$ cat src/rtl/apb_pkg.sv
// Shared definitions for the APB master: FSM state encoding and default timeout length.
package apb_pkg;

    localparam int TIMEOUT_CYCLES_DEF = 16;

    typedef enum logic [1:0] {
        ST_IDLE   = 2'd0,
        ST_SETUP  = 2'd1,
        ST_ACCESS = 2'd2
    } apb_state_t;

endpackage

$ cat src/rtl/apb_master.sv
// Single-transfer APB master: request handshake in IDLE, SETUP/ACCESS phases, registered response pulse.
// Optional ACCESS timeout enabled by defining APB_MASTER_TIMEOUT_EN.
module apb_master
    import apb_pkg::*;
#(
    parameter int ADDR_W         = 5,
    parameter int DATA_W         = 8,
    parameter int TIMEOUT_CYCLES = TIMEOUT_CYCLES_DEF
) (
    input  logic              PCLK,
    input  logic              PRESETN,
    input  logic              req_valid,
    output logic              req_ready,
    input  logic [ADDR_W-1:0] req_addr,
    input  logic              req_write,
    input  logic [DATA_W-1:0] req_wdata,
    output logic              rsp_valid,
    output logic [DATA_W-1:0] rsp_rdata,
    output logic              rsp_err,
    output logic              rsp_timeout,
    output logic [ADDR_W-1:0] PADDR,
    output logic              PSEL,
    output logic              PENABLE,
    output logic              PWRITE,
    output logic [DATA_W-1:0] PWDATA,
    input  logic [DATA_W-1:0] PRDATA,
    input  logic              PREADY,
    input  logic              PSLVERR
);

    apb_state_t        r_state;
    apb_state_t        w_state_next;
    logic              w_accept;
    logic              w_done;
    logic              w_timeout;
    logic [ADDR_W-1:0] r_paddr;
    logic              r_pwrite;
    logic [DATA_W-1:0] r_pwdata;
    logic              r_rsp_valid;
    logic [DATA_W-1:0] r_rsp_rdata;
    logic              r_rsp_err;

    always_ff @(posedge PCLK or negedge PRESETN) begin
        if (!PRESETN) begin
            r_state <= ST_IDLE;
        end else begin
            r_state <= w_state_next;
        end
    end

    always_comb begin
        w_state_next = r_state;
        w_accept     = 1'b0;
        w_done       = 1'b0;
        case (r_state)
            ST_IDLE: begin
                if (req_valid) begin
                    w_accept     = 1'b1;
                    w_state_next = ST_SETUP;
                end
            end
            ST_SETUP: w_state_next = ST_ACCESS;
            ST_ACCESS: begin
                if (PREADY) begin
                    w_done       = 1'b1;
                    w_state_next = ST_IDLE;
                end else if (w_timeout) begin
                    w_state_next = ST_IDLE;
                end
            end
            default: w_state_next = ST_IDLE;
        endcase
    end

`ifdef APB_MASTER_TIMEOUT_EN
    localparam int CNT_W = $clog2(TIMEOUT_CYCLES + 1);
    localparam logic [CNT_W-1:0] CNT_MAX = CNT_W'(TIMEOUT_CYCLES);

    logic [CNT_W-1:0] r_cnt;
    logic             r_rsp_timeout;

    // Counter reads 1 in the first ACCESS cycle, so it equals the ACCESS cycle number.
    always_ff @(posedge PCLK or negedge PRESETN) begin
        if (!PRESETN) begin
            r_cnt <= '0;
        end else if (r_state == ST_SETUP) begin
            r_cnt <= CNT_W'(1);
        end else if (r_state == ST_ACCESS && !PREADY && r_cnt != CNT_MAX) begin
            r_cnt <= r_cnt + CNT_W'(1);
        end
    end

    assign w_timeout = (r_state == ST_ACCESS) && !PREADY && (r_cnt == CNT_MAX);

    always_ff @(posedge PCLK or negedge PRESETN) begin
        if (!PRESETN) begin
            r_rsp_timeout <= 1'b0;
        end else if (w_done) begin
            r_rsp_timeout <= 1'b0;
        end else if (w_timeout) begin
            r_rsp_timeout <= 1'b1;
        end
    end

    assign rsp_timeout = r_rsp_timeout;
`else
    assign w_timeout   = 1'b0;
    assign rsp_timeout = 1'b0;
`endif

    always_ff @(posedge PCLK or negedge PRESETN) begin
        if (!PRESETN) begin
            r_paddr  <= '0;
            r_pwrite <= 1'b0;
            r_pwdata <= '0;
        end else if (w_accept) begin
            r_paddr  <= req_addr;
            r_pwrite <= req_write;
            r_pwdata <= req_wdata;
        end
    end

    always_ff @(posedge PCLK or negedge PRESETN) begin
        if (!PRESETN) begin
            r_rsp_valid <= 1'b0;
            r_rsp_rdata <= '0;
            r_rsp_err   <= 1'b0;
        end else begin
            r_rsp_valid <= w_done | w_timeout;
            if (w_done) begin
                r_rsp_rdata <= r_pwrite ? '0 : PRDATA;
                r_rsp_err   <= PSLVERR;
            end else if (w_timeout) begin
                r_rsp_rdata <= '0;
                r_rsp_err   <= 1'b1;
            end
        end
    end

    assign req_ready = (r_state == ST_IDLE);
    assign PSEL      = (r_state != ST_IDLE);
    assign PENABLE   = (r_state == ST_ACCESS);
    assign PADDR     = r_paddr;
    assign PWRITE    = r_pwrite;
    assign PWDATA    = r_pwdata;
    assign rsp_valid = r_rsp_valid;
    assign rsp_rdata = r_rsp_rdata;
    assign rsp_err   = r_rsp_err;

endmodule

$ cat config.mk
export PLATFORM = sky130hd
export DESIGN_NAME = apb_master
export DESIGN_NICKNAME = d
export VERILOG_FILES = /design/src/rtl/apb_pkg.sv /design/src/rtl/apb_master.sv
export SDC_FILE = /design/constraint.sdc
export NUM_CORES = 1
export LEC_CHECK = 0
export BUFFER_PORTS_ARGS = -buffer_cell sky130_fd_sc_hd__buf_2
export CAP_MARGIN = 10
export CELL_PAD_IN_SITES_DETAIL_PLACEMENT = 1
export CELL_PAD_IN_SITES_GLOBAL_PLACEMENT = 2
export CORE_MARGIN = 5
export CORE_UTILIZATION = 30
export DETAILED_ROUTE_END_ITERATION = 10
export GPL_TIMING_DRIVEN = 0
export PLACE_DENSITY_LB_ADDON = 0.15
export SLEW_MARGIN = 20
export SYNTH_ARGS = -nofsm -noshare
export SYNTH_HDL_FRONTEND = slang
export SYNTH_SLANG_ARGS = --single-unit
$ cat constraint.sdc
create_clock -name PCLK -period 2.42 [get_ports PCLK]
set_input_delay 0.121 -clock PCLK [delete_from_list [all_inputs] [get_ports PCLK]]
set_output_delay 0.121 -clock PCLK [all_outputs]
set_load 0.005 [all_outputs]
# After elaboration in Yosys (flattened, before gate mapping)
# Index checks and enable logic that the tools add are counted.
# totals
regBits	26
latchBits	0
mem_bits_rw	0
romBits	0
in_bits	27
out_inout_bits	28
wordCells	22
memories	0
# op_classes
add_sub_neg	0
n_mul	0
div_mod_pow	0
order_cmp	0
n_eq_ne	4
shifts	0
muxes	8
n_bitwise	0
reduce_logical	3
# ops
cell	count
2-to-1 mux 8 bit	1
one-hot mux 2 bit (3 select lines)	1
2-to-1 mux 1 bit	4
2-to-1 mux 2 bit	2
equality test 2 x 1 -> 1 bit (second input constant)	1
equality test 2 bit (second input constant)	1
logical NOT 2 bit	1
inequality test 2 x 1 -> 1 bit (second input constant)	1
inequality test 2 bit (second input constant)	1
AND reduction 2 bit	1
nonzero test 2 bit	1

# Depth between registers and ports, before layout
# logic_depth
word_depth	3
mapped_depth	3
ltp_nobuf	2

# Worst setup path before layout
# Ideal clock, no wire load.
# synth_timing
kind	register -> register
start	register r_state[0]
end	register r_paddr[0], in the netlist PADDR[0]
setup_time_ns	0.125
arrival_ns	1.242
slack_ns	1.052
path_stages_with_launch	4
path_buffers	1
period_less_slack_ns	1.368
cell_sequence	dfrtp_1 > nor3b_4 > buf_12 > mux2_4
# synth_via
elab_chain_cells	2
# synth_lines
item	line_no	rtl
from (decl)	apb_master.sv:31	apb_state_t r_state;
from (signal assigned)	apb_master.sv:47	r_state <= w_state_next;
logical NOT 2 bit	apb_master.sv:55	case (r_state)
2-to-1 mux 1 bit	apb_master.sv:55	
to (signal assigned)	apb_master.sv:117	r_paddr <= req_addr;
to (decl)	apb_master.sv:36	logic [ADDR_W-1:0] r_paddr;
# No other way between the ends.
# A chain may end at the register's enable or synchronous reset.

# Worst setup path after layout
# layout_timing
start	register r_state[0]
end	register r_paddr[1], in the netlist PADDR[1]
# Same word-level chain as after synthesis.

==> insert_results.sql <==
INSERT INTO impl_metrics (metric_group, metric, value, unit) VALUES
('timing', 'final.period_utilization', '0.6160', ''),
('worst_setup_path', 'worst-endpoint-required', '2570', 'ps'),
('die', 'std_cell_rows', '22', ''),
('worst_setup_path', 'worst-setup-path-type', 'register to register', ''),
('yosys', 'synth_simple_gate_area_share', '0.08790', ''),
('cts', 'clock_sink_count', '26', ''),
('timing', 'largest_clock_skew_in_the_final_design', '1.541', 'ps'),
('final_layout', 'area_growth_syn_to_fin', '35.62', '%'),
('die', 'fp.dieH', '70.45', 'um'),
('flow_run', 'drv_cap', '0', ''),
('worst_setup_path', 'startpoint_type', 'register', ''),
('cts', 'clk_root_buffer_cell', 'sky130_fd_sc_hd__clkbuf_8', ''),
('worst_setup_path', 'worstPathMaxFanout', '10', ''),
('cts', 'cts.clk_slew.worst_paths', '90', 'ps'),
('min_path', 'min-delay-path-class', 'input port to register', ''),
('cts', 'insertion_delay', '260', 'ps'),
('timing', 'hold_viol', '0', ''),
('timing', 'worst_slew_margin_rel', '0.6151', ''),
('yosys', 'synthesis.nets', '95', ''),
('drt', 'final_routed_wirelength_across_all_metal_layers', '2211', 'um'),
('power', 'power_per_cell_area', '1146', 'mW/mm2'),
('final_layout', 'post_route_cells_drive_above_1_share', '0.6746', ''),
('worst_setup_path', 'critical_path.top_delay_family', 'flip-flops', ''),
('worst_setup_path', 'worst-endpoint-arrival', '1640', 'ps'),
('timing', 'tightest_slew', '577.4', 'ps'),
('cts', 'cts_tree', 'built', ''),
('timing', 'timing.setup.tns', '0', 'ps'),
('drt', 'detail_route.wl_per_cell', '12.71', 'um'),
('yosys', 'synth_area_in_compound_gates', '0', ''),
('yosys', 'synth_sequential_area_ratio', '0.5936', ''),
('yosys', 'synth.avg_cell_area', '16.12', 'um2'),
('timing', 'max_freq', '0.6709', 'GHz'),
('cts', 'cts_resized', '0', ''),
('final_layout', 'antenna_cells_inserted', '0', ''),
('placement', 'gp_congestion', '0.7557', ''),
('die', 'start_util', '0.3040', ''),
('drt', 'drtIter0Drc', '10', ''),
('drt', 'top_signal_layer_used', 'met4', ''),
('drt', 'wl_met1', '921', 'um'),
('global_route', 'grt_start_max_net_pins', '27', ''),
('status', 'result_of_the_run', 'finished clean', ''),
('worst_setup_path', 'crit_slowest_cell', 'sky130_fd_sc_hd__dfrtp_1', ''),
('yosys', 'yosys.cell_types.count', '15', ''),
('cts', 'cts.path.max_buffers', '2', ''),
('drt', 'vias', '740', ''),
('yosys', 'netlist_area', '0.001096', 'mm2'),
('placement', 'dp_hpwl', '1726', 'um'),
('yosys', 'ys_warn_count', '0', ''),
('drt', 'vias_per_cell', '4.253', ''),
('power', 'p_total', '0.001704', 'W'),
('yosys', 'synth-xor-area-share', '0', ''),
('worst_setup_path', 'crit_buf_inv', '1', ''),
('worst_setup_path', 'timing.critical_path.cells', 'nor3b_4 > buf_12 > mux2_4', ''),
('yosys', 'synth.ff_latch_count', '26', ''),
('timing', 'final_setup_vio_count', '0', ''),
('yosys', 'syn-instance-count', '68', ''),
('global_route', 'wire_length_of_the_first_global_routing_pass', '3525', 'um'),
('timing', 'final_period_minus_worst_setup_slack', '1491', 'ps'),
('drt', 'met2WireLength', '1030', 'um'),
('cts', 'maximum_level_of_the_cts_h_tree', '1', ''),
('timing', 'final-max-slew-violation-count', '0', ''),
('drt', 'route.antenna.remaining_nets', '0', ''),
('drt', 'met3_wirelength', '253', 'um'),
('die', 'die_area', '0.004963', 'mm2'),
('die', 'fp.dieW', '70.45', 'um'),
('yosys', 'synthAdderAreaFrac', '0', ''),
('cts', 'tritoncts.num_buffers', '3', ''),
('die', 'fp.coreArea', '0.003606', 'mm2'),
('power', 'power.leakage', '0.7653', 'nW'),
('worst_setup_path', 'setup.worst_path.end_class', 'register', ''),
('worst_setup_path', 'crit_path_max_incr_delay', '460', 'ps'),
('final_layout', 'nets', '154', ''),
('drt', 'post-route-drc-count', '0', ''),
('global_route', 'via_count_of_the_first_global_routing_pass', '753', ''),
('global_route', 'grt_usage', '0.08676', ''),
('drt', 'detailedRoute.firstPassIterationCount', '2', ''),
('global_route', 'grt.overflow.total', '0', ''),
('timing', 'grt_setup_unrepaired', 'false', ''),
('global_route', 'grt_antenna_before_repair', '0', ''),
('yosys', 'main_combinational_cell_family_by_area_after_synthesis', 'multiplexers', ''),
('placement', 'io_buffers', '53', ''),
('final_layout', 'layout.filler_cells', '411', ''),
('die', 'io_pins', '55', ''),
('yosys', 'synthMuxAreaShare', '0.2763', ''),
('power', 'worst_ir_drop_vdd', '0.3914', 'mV');
-- logic make-up (layout without fill, tap and decap cells) --
logic type	count (synthesis)	count (layout)
flops	26	26
buf+inv	4	62
simple gates	13	13
mux	24	24
other cells	1	1
-- metrics by stage --
| step | setup slack (ps) | hold slack [ps] | cell area (um2) | util | cells |
|---|---|---|---|---|---|
| floorplan | 1052 | -174.6 | 1096 | - | 68 |
| global placement | 937.8 | 153.0 | 1421 | 0.3942 | 169 |
| detailed placement | 903.5 | 159.7 | 1421 | 0.3942 | 169 |
| CTS | 891.6 | 74.25 | 1486 | 0.4122 | 174 |
| global route | 833.4 | 69.47 | 1486 | 0.4122 | 174 |
| finish | 929.4 | 83.73 | 1486 | 0.4122 | 174 |
-- what timing repair did --
item / CTS / global route
hold buffers: 1 / 0
endpoints found under the hold margin: 26 / 0
buffers inserted: 0 / 0
-- Yosys cell counts, drive strengths merged --
cell type / n / area [um2]
mux2: 23 / 292.8
mux2i: 1 / 10.01
and3b: 1 / 8.760
dfrtp: 26 / 650.6
nand2b: 1 / 6.260
nor2b: 8 / 50.05
and2b: 1 / 8.760
nor2: 1 / 3.750
conb: 1 / 3.750
buf: 3 / 38.79
nor3b: 1 / 18.77
inv: 1 / 3.750
-- worst paths after layout --
kind	from	endpoint	slack, ps	depth (start not counted)
hold reg to reg	rsp_err$_DFFE_PN0P_	rsp_err$_DFFE_PN0P_	500	1
max in group asynchronous	PRESETN	PWDATA[2]$_DFFE_PN0P_	1650	2
hold / removal	req_write	PWRITE$_DFFE_PN0P_	80	2
min in group asynchronous	PRESETN	rsp_valid$_DFF_PN0_	380	2
setup / recovery	r_state[0]$_DFFE_PN0P_	PADDR[1]$_DFFE_PN0P_	930	3
setup reg to reg	r_state[0]$_DFFE_PN0P_	PADDR[1]$_DFFE_PN0P_	930	3
-- where the power goes --
part / internal [W] / switching, W / total [W]
Sequential: 0.000631 / 0.000134 / 0.000765
Combinational: 0.000434 / 0.000232 / 0.000666
Clock: 0.000145 / 0.000128 / 0.000273
Total: 0.00121 / 0.000493 / 0.00170
-- cells in the final DEF (no fill, tap or decap) --
cell,Yosys,layout
sky130_fd_sc_hd__mux2i_1,1,1
sky130_fd_sc_hd__nor2_1,1,1
sky130_fd_sc_hd__buf_4,1,1
sky130_fd_sc_hd__nor3b_4,1,1
sky130_fd_sc_hd__and2b_2,1,1
sky130_fd_sc_hd__mux2_2,14,14
sky130_fd_sc_hd__nand2b_1,1,1
sky130_fd_sc_hd__buf_12,1,1
sky130_fd_sc_hd__conb_1,1,1
sky130_fd_sc_hd__inv_1,1,1
sky130_fd_sc_hd__and3b_1,1,1
sky130_fd_sc_hd__dlygate4sd3_1,0,1
sky130_fd_sc_hd__nor2b_1,8,8
sky130_fd_sc_hd__clkbuf_8,0,4
sky130_fd_sc_hd__dfrtp_1,26,26
sky130_fd_sc_hd__mux2_4,9,9
sky130_fd_sc_hd__buf_6,1,1
sky130_fd_sc_hd__buf_2,0,53
-- registers in the layout (all words and copies together), names as in the netlist --
name,count
r_state,2
PWRITE,1
PADDR,5
PWDATA,8
rsp_err,1
rsp_rdata,8
rsp_valid,1
-- layer usage --
metal / vias to the layer above / track usage
met5: - / 0
met4: 0 / 0.01915
met3: 2 / 0.03309
met2: 36 / 0.1372
met1: 359 / 0.1122
li1: 343 / -
-- cell type report --
class / count / area, um2 / area share
Buffer: 3 / 38.79 / 0.02609
Clock buffer: 4 / 55.05 / 0.03704
Inverter: 1 / 3.754 / 0.002525
Multi-Input combinational cell: 38 / 402.9 / 0.2710
Sequential cell: 26 / 650.6 / 0.4377
Tap cell: 48 / 60.06 / 0.04040
Timing Repair Buffer: 54 / 275.3 / 0.1852
Power figures use the tool's default switching activity.
